<file path="src/rtl/cfg_reg_arbiter.sv">
// Configuration register file with round-robin SPI/local write arbitration.
// Local requester also gets read-back; out-of-range accesses are flagged.
module cfg_reg_arbiter #(
  parameter int ADDR_W   = 7,
  parameter int DATA_W   = 8,
  parameter int NUM_REGS = 5
) (
  input  logic              clk,
  input  logic              rst_n,
  input  logic              spi_req,
  input  logic [ADDR_W-1:0] spi_addr,
  input  logic [DATA_W-1:0] spi_data,
  output logic              spi_ack,
  output logic              spi_err,
  input  logic              loc_req,
  input  logic              loc_we,
  input  logic [ADDR_W-1:0] loc_addr,
  input  logic [DATA_W-1:0] loc_wdata,
  output logic              loc_ack,
  output logic              loc_err,
  output logic [DATA_W-1:0] loc_rdata,
  output logic [7:0]        en_reg_out_7_0,
  output logic [7:0]        en_reg_out_15_8,
  output logic [7:0]        en_reg_pwm_7_0,
  output logic [7:0]        en_reg_pwm_15_8,
  output logic [7:0]        pwm_duty_cycle,
  output logic              busy
);

  localparam int IDX_W = $clog2(NUM_REGS);
  localparam logic [ADDR_W:0] NREG = (ADDR_W+1)'(NUM_REGS);

  typedef enum logic [1:0] {
    IDLE,
    EXEC,
    DONE
  } state_t;

  state_t            state;
  state_t            state_nx;
  logic              last_loc;
  logic              grant;
  logic              pick_loc;
  logic              g_loc;
  logic              g_we;
  logic [ADDR_W-1:0] g_addr;
  logic [DATA_W-1:0] g_data;
  logic [IDX_W-1:0]  g_idx;
  logic              in_range;
  logic [DATA_W-1:0] regs [NUM_REGS];

  // Full-width compare: high address bits never alias onto real registers.
  assign in_range = ({1'b0, g_addr} < NREG);
  assign g_idx    = g_addr[IDX_W-1:0];

  always_comb begin
    state_nx = state;
    grant    = 1'b0;
    pick_loc = 1'b0;
    unique case (state)
      IDLE: begin
        if (spi_req || loc_req) begin
          grant    = 1'b1;
          pick_loc = loc_req && (!spi_req || !last_loc);
          state_nx = EXEC;
        end
      end
      EXEC:    state_nx = DONE;
      DONE:    state_nx = IDLE;
      default: state_nx = IDLE;
    endcase
  end

  always_ff @(posedge clk) begin
    if (!rst_n) begin
      state     <= IDLE;
      last_loc  <= 1'b1;
      g_loc     <= 1'b0;
      g_we      <= 1'b0;
      g_addr    <= '0;
      g_data    <= '0;
      loc_rdata <= '0;
      spi_ack   <= 1'b0;
      spi_err   <= 1'b0;
      loc_ack   <= 1'b0;
      loc_err   <= 1'b0;
      for (int i = 0; i < NUM_REGS; i++) begin
        regs[i] <= '0;
      end
    end else begin
      state   <= state_nx;
      spi_ack <= 1'b0;
      spi_err <= 1'b0;
      loc_ack <= 1'b0;
      loc_err <= 1'b0;
      if (grant) begin
        last_loc <= pick_loc;
        g_loc    <= pick_loc;
        g_addr   <= pick_loc ? loc_addr : spi_addr;
        g_data   <= pick_loc ? loc_wdata : spi_data;
        g_we     <= pick_loc ? loc_we : 1'b1;
      end
      if (state == EXEC) begin
        if (in_range && g_we) begin
          regs[g_idx] <= g_data;
        end
        if (!g_we) begin
          loc_rdata <= in_range ? regs[g_idx] : '0;
        end
        if (g_loc) begin
          loc_ack <= 1'b1;
          loc_err <= !in_range;
        end else begin
          spi_ack <= 1'b1;
          spi_err <= !in_range;
        end
      end
    end
  end

  assign en_reg_out_7_0  = regs[0];
  assign en_reg_out_15_8 = regs[1];
  assign en_reg_pwm_7_0  = regs[2];
  assign en_reg_pwm_15_8 = regs[3];
  assign pwm_duty_cycle  = regs[4];
  assign busy            = (state != IDLE);

endmodule

</file>
<file path="config.mk">
export PLATFORM = sky130hd
export DESIGN_NAME = cfg_reg_arbiter
export DESIGN_NICKNAME = d
export VERILOG_FILES = /design/src/rtl/cfg_reg_arbiter.sv
export SDC_FILE = /design/constraint.sdc
export NUM_CORES = 1
export LEC_CHECK = 0
export ABC_CLOCK_PERIOD_IN_PS = 4070
export CORE_MARGIN = 4
export CORE_UTILIZATION = 43
export CTS_CLUSTER_SIZE = 24
export DETAILED_ROUTE_END_ITERATION = 8
export MAX_ROUTING_LAYER = met4
export PLACE_DENSITY = 0.74
export SETUP_SLACK_MARGIN = 0.1
export SLEW_MARGIN = 15
export SYNTH_ARGS = -nofsm -noshare
export SYNTH_HDL_FRONTEND = slang
export SYNTH_SLANG_ARGS = --single-unit
</file>
<file path="constraint.sdc">
create_clock -name clk -period 4.07 [get_ports clk]
set_clock_uncertainty 0.1 [all_clocks]
set_input_delay 0.407 -clock clk [delete_from_list [all_inputs] [get_ports clk]]
set_output_delay 0.407 -clock clk [all_outputs]
set_load 0.01 [all_outputs]
</file>
# ---- Word-level counts from Yosys, hierarchy flattened
# Memory sizes are Yosys's and may differ from the RTL's. A register that Yosys moved wholly into a read port is not among the register bits.
# Index checks and enable logic that the tools add are counted.
dict set report word_totals {
  memories 1
  wordCells 54
  inputBits 35
  mem_bits_rw 40
  output_inout_bits 53
  regBits 32
}
# name words word_bits read_ports rd_ports_with_merged_regs write_ports line_no
set mem_list {}
lappend mem_list {regs 5 8 6 1 5 50} ;# logic [DATA_W-1:0] regs [NUM_REGS];
dict set report classes {
  n_mux 22
  bitwise 3
  n_eq_ne 2
  magnitude_cmp 1
  reduce_logical 14
}
# operator count
set ops {}
lappend ops {{2-to-1 mux 8 bit} 3}
lappend ops {{2-to-1 mux 1 bit} 13}
lappend ops {{2-to-1 mux 3 bit} 3}
lappend ops {{OR reduction 8 bit} 1}
lappend ops {{less-than comparator 7 x 3 -> 1 bit, second input constant} 1}
lappend ops {{2-to-1 mux 7 bit} 1}
lappend ops {{one-hot mux 2 bit (2 select lines)} 1}
lappend ops {{AND reduction 2 bit} 2}
lappend ops {{zero test 1 bit} 3}
lappend ops {{NOT 1 bit} 3}
lappend ops {{AND reduction 3 bit} 1}
lappend ops {{OR reduction 3 bit} 1}
lappend ops {{equality test 2 x 1 -> 1 bit, second input constant} 1}
lappend ops {{logical AND 1 bit} 2}
lappend ops {{zero test 2 bit} 1}
lappend ops {{logical OR 1 bit} 2}
lappend ops {{2-to-1 mux 2 bit} 1}
lappend ops {{inequality test 2 bit, second input constant} 1}
lappend ops {{nonzero test 2 bit} 1}

# ---- Logic depth before layout (Yosys ltp)
# Gate-level depths: netlist of run 1.
dict set report logic_depth {
  ltp_word 8
  depth_mapped 7
  ltp_nobuf 4
}

# ---- Worst setup path before layout of run 1
# OpenSTA, ideal clock, no wires.
dict set report synth_path {
  path_type {register to register}
  from {reg g_addr[6]}
  to {mem regs[1][0], enable pin}
  setup_ns 0.334
  required_time_ns 3.636
  stages_incl_launch_ff 7
  setup_slack_ns 1.903
  n_path_buf 2
  arrival_time_ns 1.733
  synth_period_minus_slack_ns 2.167
  cell_sequence {dfxtp_1 or4_4 nor3_4 buf_6 and4b_1 buf_4 nand2b_1}
}
# item line_no
set synth_rtl {}
lappend synth_rtl {{from (decl)} 46} ;# logic [ADDR_W-1:0] g_addr;
lappend synth_rtl {{from (signal assigned)} 99} ;# g_addr <= pick_loc ? loc_addr : spi_addr;
lappend synth_rtl {{to (decl)} 50}

==> results.sh, run 1 <==
export IMPL_port_buffers=87
export IMPL_nets=416
export IMPL_syn_area_per_cell_um2=14.5
export IMPL_antenna_found_initial=0
export IMPL_die_w_um=105
export IMPL_rsz0062_at_grt="false"
export IMPL_synth_edf_count=64
export IMPL_yosysTopAreaCell="edfxtp_1"
export IMPL_vias=2617
export IMPL_rrSetupSlack_ps=1460
export IMPL_ys_flop_type="edfxtp_1"
export IMPL_yosysSeqAreaShare_pct=64.7
export IMPL_grt_overflow=0
export IMPL_place_area_um2=5060
export IMPL_layout_setup_ws_ps=1410
export IMPL_hold_viol=0
export IMPL_clockBufferDepth=2
export IMPL_ys_ff_latch=99
export IMPL_p_per_area_nw_per_um2=397
export IMPL_root_buffer="clkbuf_8"
export IMPL_finalPower_uw=2090
export IMPL_std_cell_rows=35
export IMPL_postRouteAntennaNets=0
export IMPL_cts_made_buffers=9
export IMPL_yosysWarnings=0
export IMPL_routed_wl_mm=9.41
export IMPL_slew_headroom_pct=27.1
export IMPL_fill_cells=758
export IMPL_die_height_um=105
export IMPL_area_delta_synth_final_pct=29.7
export IMPL_crit_path_end_kind="flip-flop"
export IMPL_post_route_min_period_ps=2660
export IMPL_ff2ff_path_depth=4
export IMPL_insertedDiodeCount=0
export IMPL_drive_above_1_share_pct=11.1
export IMPL_cp_max_fo=28
export IMPL_place_ws_ps=1050
export IMPL_cts_tree="done"
export IMPL_finalInstanceArea_um2=5260
export IMPL_hp_start="g_addr[5]$_SDFFE_PN0P_"
export IMPL_hp_class="reg2reg"
export IMPL_dr_pass1_iters=4
export IMPL_grtUsageTotal_pct=17.8
export IMPL_postCtsHoldBufs=0
export IMPL_grt_pass1_vias=2668
export IMPL_vdd_drop_max_mv=0.232
export IMPL_synth_top_cell_area_share_pct=47.4
export IMPL_rr_startpoint="g_we$_SDFFE_PN0P_"
export IMPL_startpoint_type="primary input"
export IMPL_worstPathArrival_ps=2580
export IMPL_multi_input_comb_area_um2=1410
export IMPL_io_pin_count=88
export IMPL_wl_per_cell_um=18.9
export IMPL_synthDistinctLibCells=36
export IMPL_cts_repair_resized=0
export IMPL_cts_sinks=99
export IMPL_synthCells=279
export IMPL_insertion_delay_ps=360
export IMPL_path_clk_slew_ps=80
export IMPL_cp_required_ps=3990
export IMPL_drc=0
export IMPL_r2r_end="regs[4][4]$_SDFFCE_PN0P_"
export IMPL_hpwl_mm=6.81
export IMPL_status="completed"
export IMPL_syn_cell_area_um2=4060
export IMPL_drv_slew=0
export IMPL_finalCritPeriodShare_pct=65.3
export IMPL_tns_ps=0
export IMPL_synthMostInstantiatedCell="edfxtp_1"
export IMPL_initial_core_util_pct=44.1
export IMPL_worst_setup_path_type="in2reg"
export IMPL_max_freq_mhz=376
export IMPL_drtIter0Drc=133
export IMPL_postCtsSetupRepairBufs=0
export IMPL_worst_pin_slew_ps=1090
export IMPL_hold_slack_ps=353
export IMPL_grt_max_degree=29
export IMPL_hold_depth=2
export IMPL_hold_end="g_addr[5]$_SDFFE_PN0P_"
export IMPL_coreArea_um2=9200
export IMPL_synth_top_cells_by_count="edfxtp_1, dfxtp_1, and2_1"
export IMPL_dieArea_um2=11000
export IMPL_register_area_um2=2620
export IMPL_netlist_top_cells_area="edfxtp_1, dfxtp_1, mux4_2"
export IMPL_setup_viol=0
export IMPL_htree_levels=3
export IMPL_drv_cap=0
export IMPL_finalWeightedCongestion=0.820
export IMPL_viasPerCell=5.27
export IMPL_grt_pass1_wl_mm=14.5
export IMPL_async_flop_share_pct=0
export IMPL_p_leak_uw=0.00193
[cells in the final DEF (no fill, tap or decap), drive strengths merged, types with 2 or more instances in the layout]
cell,count
clkdlybuf4s50,87
edfxtp,64
dfxtp,35
and2,33
conb,24
nand2,16
mux4,16
o221ai,14
a21boi,14
clkbuf,14
and3,9
nor2,8
mux2,7
a22o,7
nand2b,5
nor3,5
a21oi,3
nor2b,3
inv,3
or2,2
nor3b,2
a21bo,2
and4b,2
o21ai,2
[routing by layer]
metal / share of wire [%] / vias up / wire length, um / GRT usage [%]
met5: 0 / - / 0 / -
met4: 2.9 / 0 / 272 / 7.31
met3: 5.7 / 22 / 540 / 3.77
met2: 47 / 105 / 4450 / 28.0
met1: 44 / 1254 / 4150 / 22.6
li1: - / 1236 / - / -
[how the worst max path moves through the flow]
stage | start | endpoint
final | rst_n | regs[1][4]$_SDFFCE_PN0P_
after global routing | rst_n | regs[1][4]$_SDFFCE_PN0P_
after CTS | rst_n | regs[1][4]$_SDFFCE_PN0P_
after detailed placement | rst_n | regs[3][2]$_SDFFCE_PN0P_
after global placement | rst_n | regs[1][3]$_SDFFCE_PN0P_
after floorplan | g_addr[6]$_SDFFE_PN0P_ | regs[1][0]$_SDFFCE_PN0P_
[per-stage QoR]
stage | std cells | util (%)
after floorplan | 302 | -
after global placement | 481 | 55.0
after detailed placement | 481 | 55.0
after CTS | 497 | 57.2
after global routing | 497 | 57.2
final | 497 | 57.2
[sequential cells by signal, indices dropped and copies added, names as in the netlist, named ones only]
name	cells
loc_err	1
regs	64
g_loc	1
spi_err	1
state	2
g_data	8
g_addr	7
loc_rdata	8
last_loc	1
spi_ack	1
loc_ack	1
g_we	1
[logic make-up after synthesis]
| group | after synthesis | share of synthesized area [%] |
|---|---|---|
| flops | 99 | 64.7 |
| compound gates | 45 | 8.76 |
| buf+inv | 22 | 2.59 |
| simple gates | 88 | 12.8 |
| other cells | 1 | 0.0925 |
| mux | 24 | 11.1 |
[report_power, final]
group / internal [uW] / switching [uW]
clock network: 320 / 321
logic: 138 / 103
registers: 1130 / 71.9
[layout make-up]
class,instances,area share [%]
Sequential cell,99,49.9
Clock buffer,14,3.09
Clock inverter,2,0.690
Tap cell,111,2.64
Multi-Input combinational cell,181,26.9
Inverter,2,0.143
Timing Repair Buffer,88,16.7
[worst max-delay path, stage by stage]
cell             delay, ps
clkdlybuf4s50_1        450
buf_4                  270
nand3b_1               300
nor3_4                 390
and4b_1                390
nand2b_1               370
No activity file was read; power rests on OpenSTA's default activity.
==> run 2: changes to the inputs <==
--- a/config.mk
+++ b/config.mk
@@ -5,13 +5,13 @@
 export SDC_FILE = /design/constraint.sdc
 export NUM_CORES = 1
 export LEC_CHECK = 0
-export ABC_CLOCK_PERIOD_IN_PS = 4070
+export ABC_CLOCK_PERIOD_IN_PS = 2300
 export CORE_MARGIN = 4
 export CORE_UTILIZATION = 43
 export CTS_CLUSTER_SIZE = 24
 export DETAILED_ROUTE_END_ITERATION = 8
 export MAX_ROUTING_LAYER = met4
-export PLACE_DENSITY = 0.74
+export PLACE_DENSITY = 0.77
 export SETUP_SLACK_MARGIN = 0.1
 export SLEW_MARGIN = 15
 export SYNTH_ARGS = -nofsm -noshare
==> constraint.sdc (replaced) <==
create_clock -name clk -period 2.3 [get_ports clk]
set_clock_uncertainty 0.1 [all_clocks]
set_input_delay 0.23 -clock clk [delete_from_list [all_inputs] [get_ports clk]]
set_output_delay 0.23 -clock clk [all_outputs]
set_load 0.01 [all_outputs]
==> results.sh, run 2 (same netlist as run 1, synthesis figures left out) <==
export IMPL_area_delta_synth_final_pct=32.2
export IMPL_cts_made_buffers=9
export IMPL_crit_path_end_kind="flip-flop"
export IMPL_drive_above_1_share_pct=15.0
export IMPL_nets=429
export IMPL_finalCritPeriodShare_pct=87.9
export IMPL_worstPathArrival_ps=1960
export IMPL_insertedDiodeCount=0
export IMPL_postCtsSetupRepairBufs=0
export IMPL_grt_pass1_vias=2790
export IMPL_vias=2657
export IMPL_power_frac_seq_pct=58.0
export IMPL_insertion_delay_ps=360
export IMPL_finalPower_uw=3610
export IMPL_cp_required_ps=2240
export IMPL_drtIter0Drc=111
export IMPL_post_route_min_period_ps=2020
export IMPL_routed_wl_mm=9.13
export IMPL_startpoint_type="flip-flop"
export IMPL_root_buffer="clkbuf_8"
export IMPL_clockBufferDepth=2
export IMPL_cts_tree="done"
export IMPL_p_sw_uw=864
export IMPL_die_w_um=105
export IMPL_setup_viol=0
export IMPL_hpwl_mm=6.88
export IMPL_critPathSlowestCell="or4_4"
export IMPL_cp_max_fo=8
export IMPL_largest_register="regs"
export IMPL_vdd_drop_max_mv=0.284
export IMPL_grt_overflow=0
export IMPL_path_clk_slew_ps=90
export IMPL_wl_per_cell_um=17.9
export IMPL_port_buffers=87
export IMPL_slew_headroom_pct=57.6
export IMPL_worst_setup_path_type="reg2reg"
export IMPL_coreArea_um2=9200
export IMPL_viasPerCell=5.21
export IMPL_initial_core_util_pct=44.1
export IMPL_rsz0062_at_grt="false"
export IMPL_final_common_cell="clkdlybuf4s50_1"
export IMPL_finalWeightedCongestion=0.846
export IMPL_worst_pin_slew_ps=634
export IMPL_grtUsageTotal_pct=17.8
export IMPL_power_frac_clock_pct=28.5
export IMPL_die_height_um=105
export IMPL_dr_pass1_iters=5
export IMPL_io_pin_count=88
export IMPL_hold_viol=0
export IMPL_hold_slack_ps=361
export IMPL_fill_cells=758
export IMPL_max_freq_mhz=495
export IMPL_p_per_area_nw_per_um2=673
export IMPL_grt_pass1_wl_mm=14.6
export IMPL_antenna_found_initial=0
export IMPL_grt_max_degree=28
export IMPL_layout_common_cells="clkdlybuf4s50_1, edfxtp_1, dfxtp_1, and2_1, conb_1"
export IMPL_combPwrFrac_pct=13.5
export IMPL_power_internal_uw=2740
export IMPL_cts_sinks=99
export IMPL_p_leak_uw=0.00200
export IMPL_reg_top3="regs (64), g_data (8), loc_rdata (8)"
export IMPL_switching_share_pct=23.9
export IMPL_status="completed"
export IMPL_drv_cap=0
export IMPL_hp_class="reg2reg"
export IMPL_tns_ps=0
export IMPL_postRouteAntennaNets=0
export IMPL_cpPeakStageDelay_ps=570
export IMPL_crit_chain="or4_4 -> nor3_4 -> and4b_1 -> nand2b_2"
export IMPL_drv_slew=0
export IMPL_largest_register_ffs=64
export IMPL_dieArea_um2=11000
export IMPL_htree_levels=3
export IMPL_drc=0
export IMPL_std_cell_rows=35
==> run 2: cell count changes in the layout (fill, tap and decap cells not counted), sizes merged <==
cell,change
inv,+1
clkinv,+2
buf,+13
clkbuf,-2
bufinv,-1
==> run 2: power by group through the flow <==
stage	sequential, uW	clock [uW]	combinational, uW
floorplan	2110	0	265
global placement	2130	0	479
detailed placement	2140	0	487
CTS	2090	1050	491
global route	2110	1120	529
finish	2090	1030	486
==> run 2: metrics by stage <==
step / worst slack, ps / util, % / area, um^2 / std cells
detailed placement: 127 / 56.2 / 5170 / 494
CTS: 116 / 58.2 / 5360 / 510
floorplan: 133 / - / 4140 / 302
global route: 188 / 58.3 / 5360 / 510
global placement: 176 / 56.2 / 5170 / 494
finish: 279 / 58.3 / 5360 / 510
==> run 2: final timing paths <==
kind | from | end | slack [ps] | cells after the start
max | g_addr[6]$_SDFFE_PN0P_ | regs[1][1]$_SDFFCE_PN0P_ | 280 | 4
min | g_addr[5]$_SDFFE_PN0P_ | g_addr[5]$_SDFFE_PN0P_ | 360 | 2
max reg2reg | g_addr[6]$_SDFFE_PN0P_ | regs[1][1]$_SDFFCE_PN0P_ | 280 | 4
min reg2reg | g_addr[5]$_SDFFE_PN0P_ | g_addr[5]$_SDFFE_PN0P_ | 360 | 2
==> run 2: metal layers <==
metal / global-route usage (%) / vias to the layer above / routed length [um]
met5: - / - / 0
met4: 6.00 / 0 / 155
met3: 3.89 / 13 / 603
met2: 29.8 / 106 / 4550
met1: 21.5 / 1278 / 3820
li1: - / 1260 / -
==> run 2: layout make-up <==
class                      count  area (um^2)  area share [%]
clock buffer                  12          160            2.99
clock inverter                 4         22.5           0.420
inverter                       2         7.51           0.140
multi-input combinational    181         1420            26.5
sequential                    99         2620            48.9
tap                          111          139            2.59
timing repair buffer         101          988            18.4
==> run 2: what timing repair did <==
| item | in CTS | in global routing |
|---|---|---|
| hold buffers | 0 | 0 |
| resized for setup | 1 | 2 |
| setup endpoints to repair | 5 | 16 |
==> run 2: worst max-delay path: cells and delay by family, from the launching register on <==
kind / cells / cell delay, ps
flops: 1 / 320
simple gates: 4 / 1280
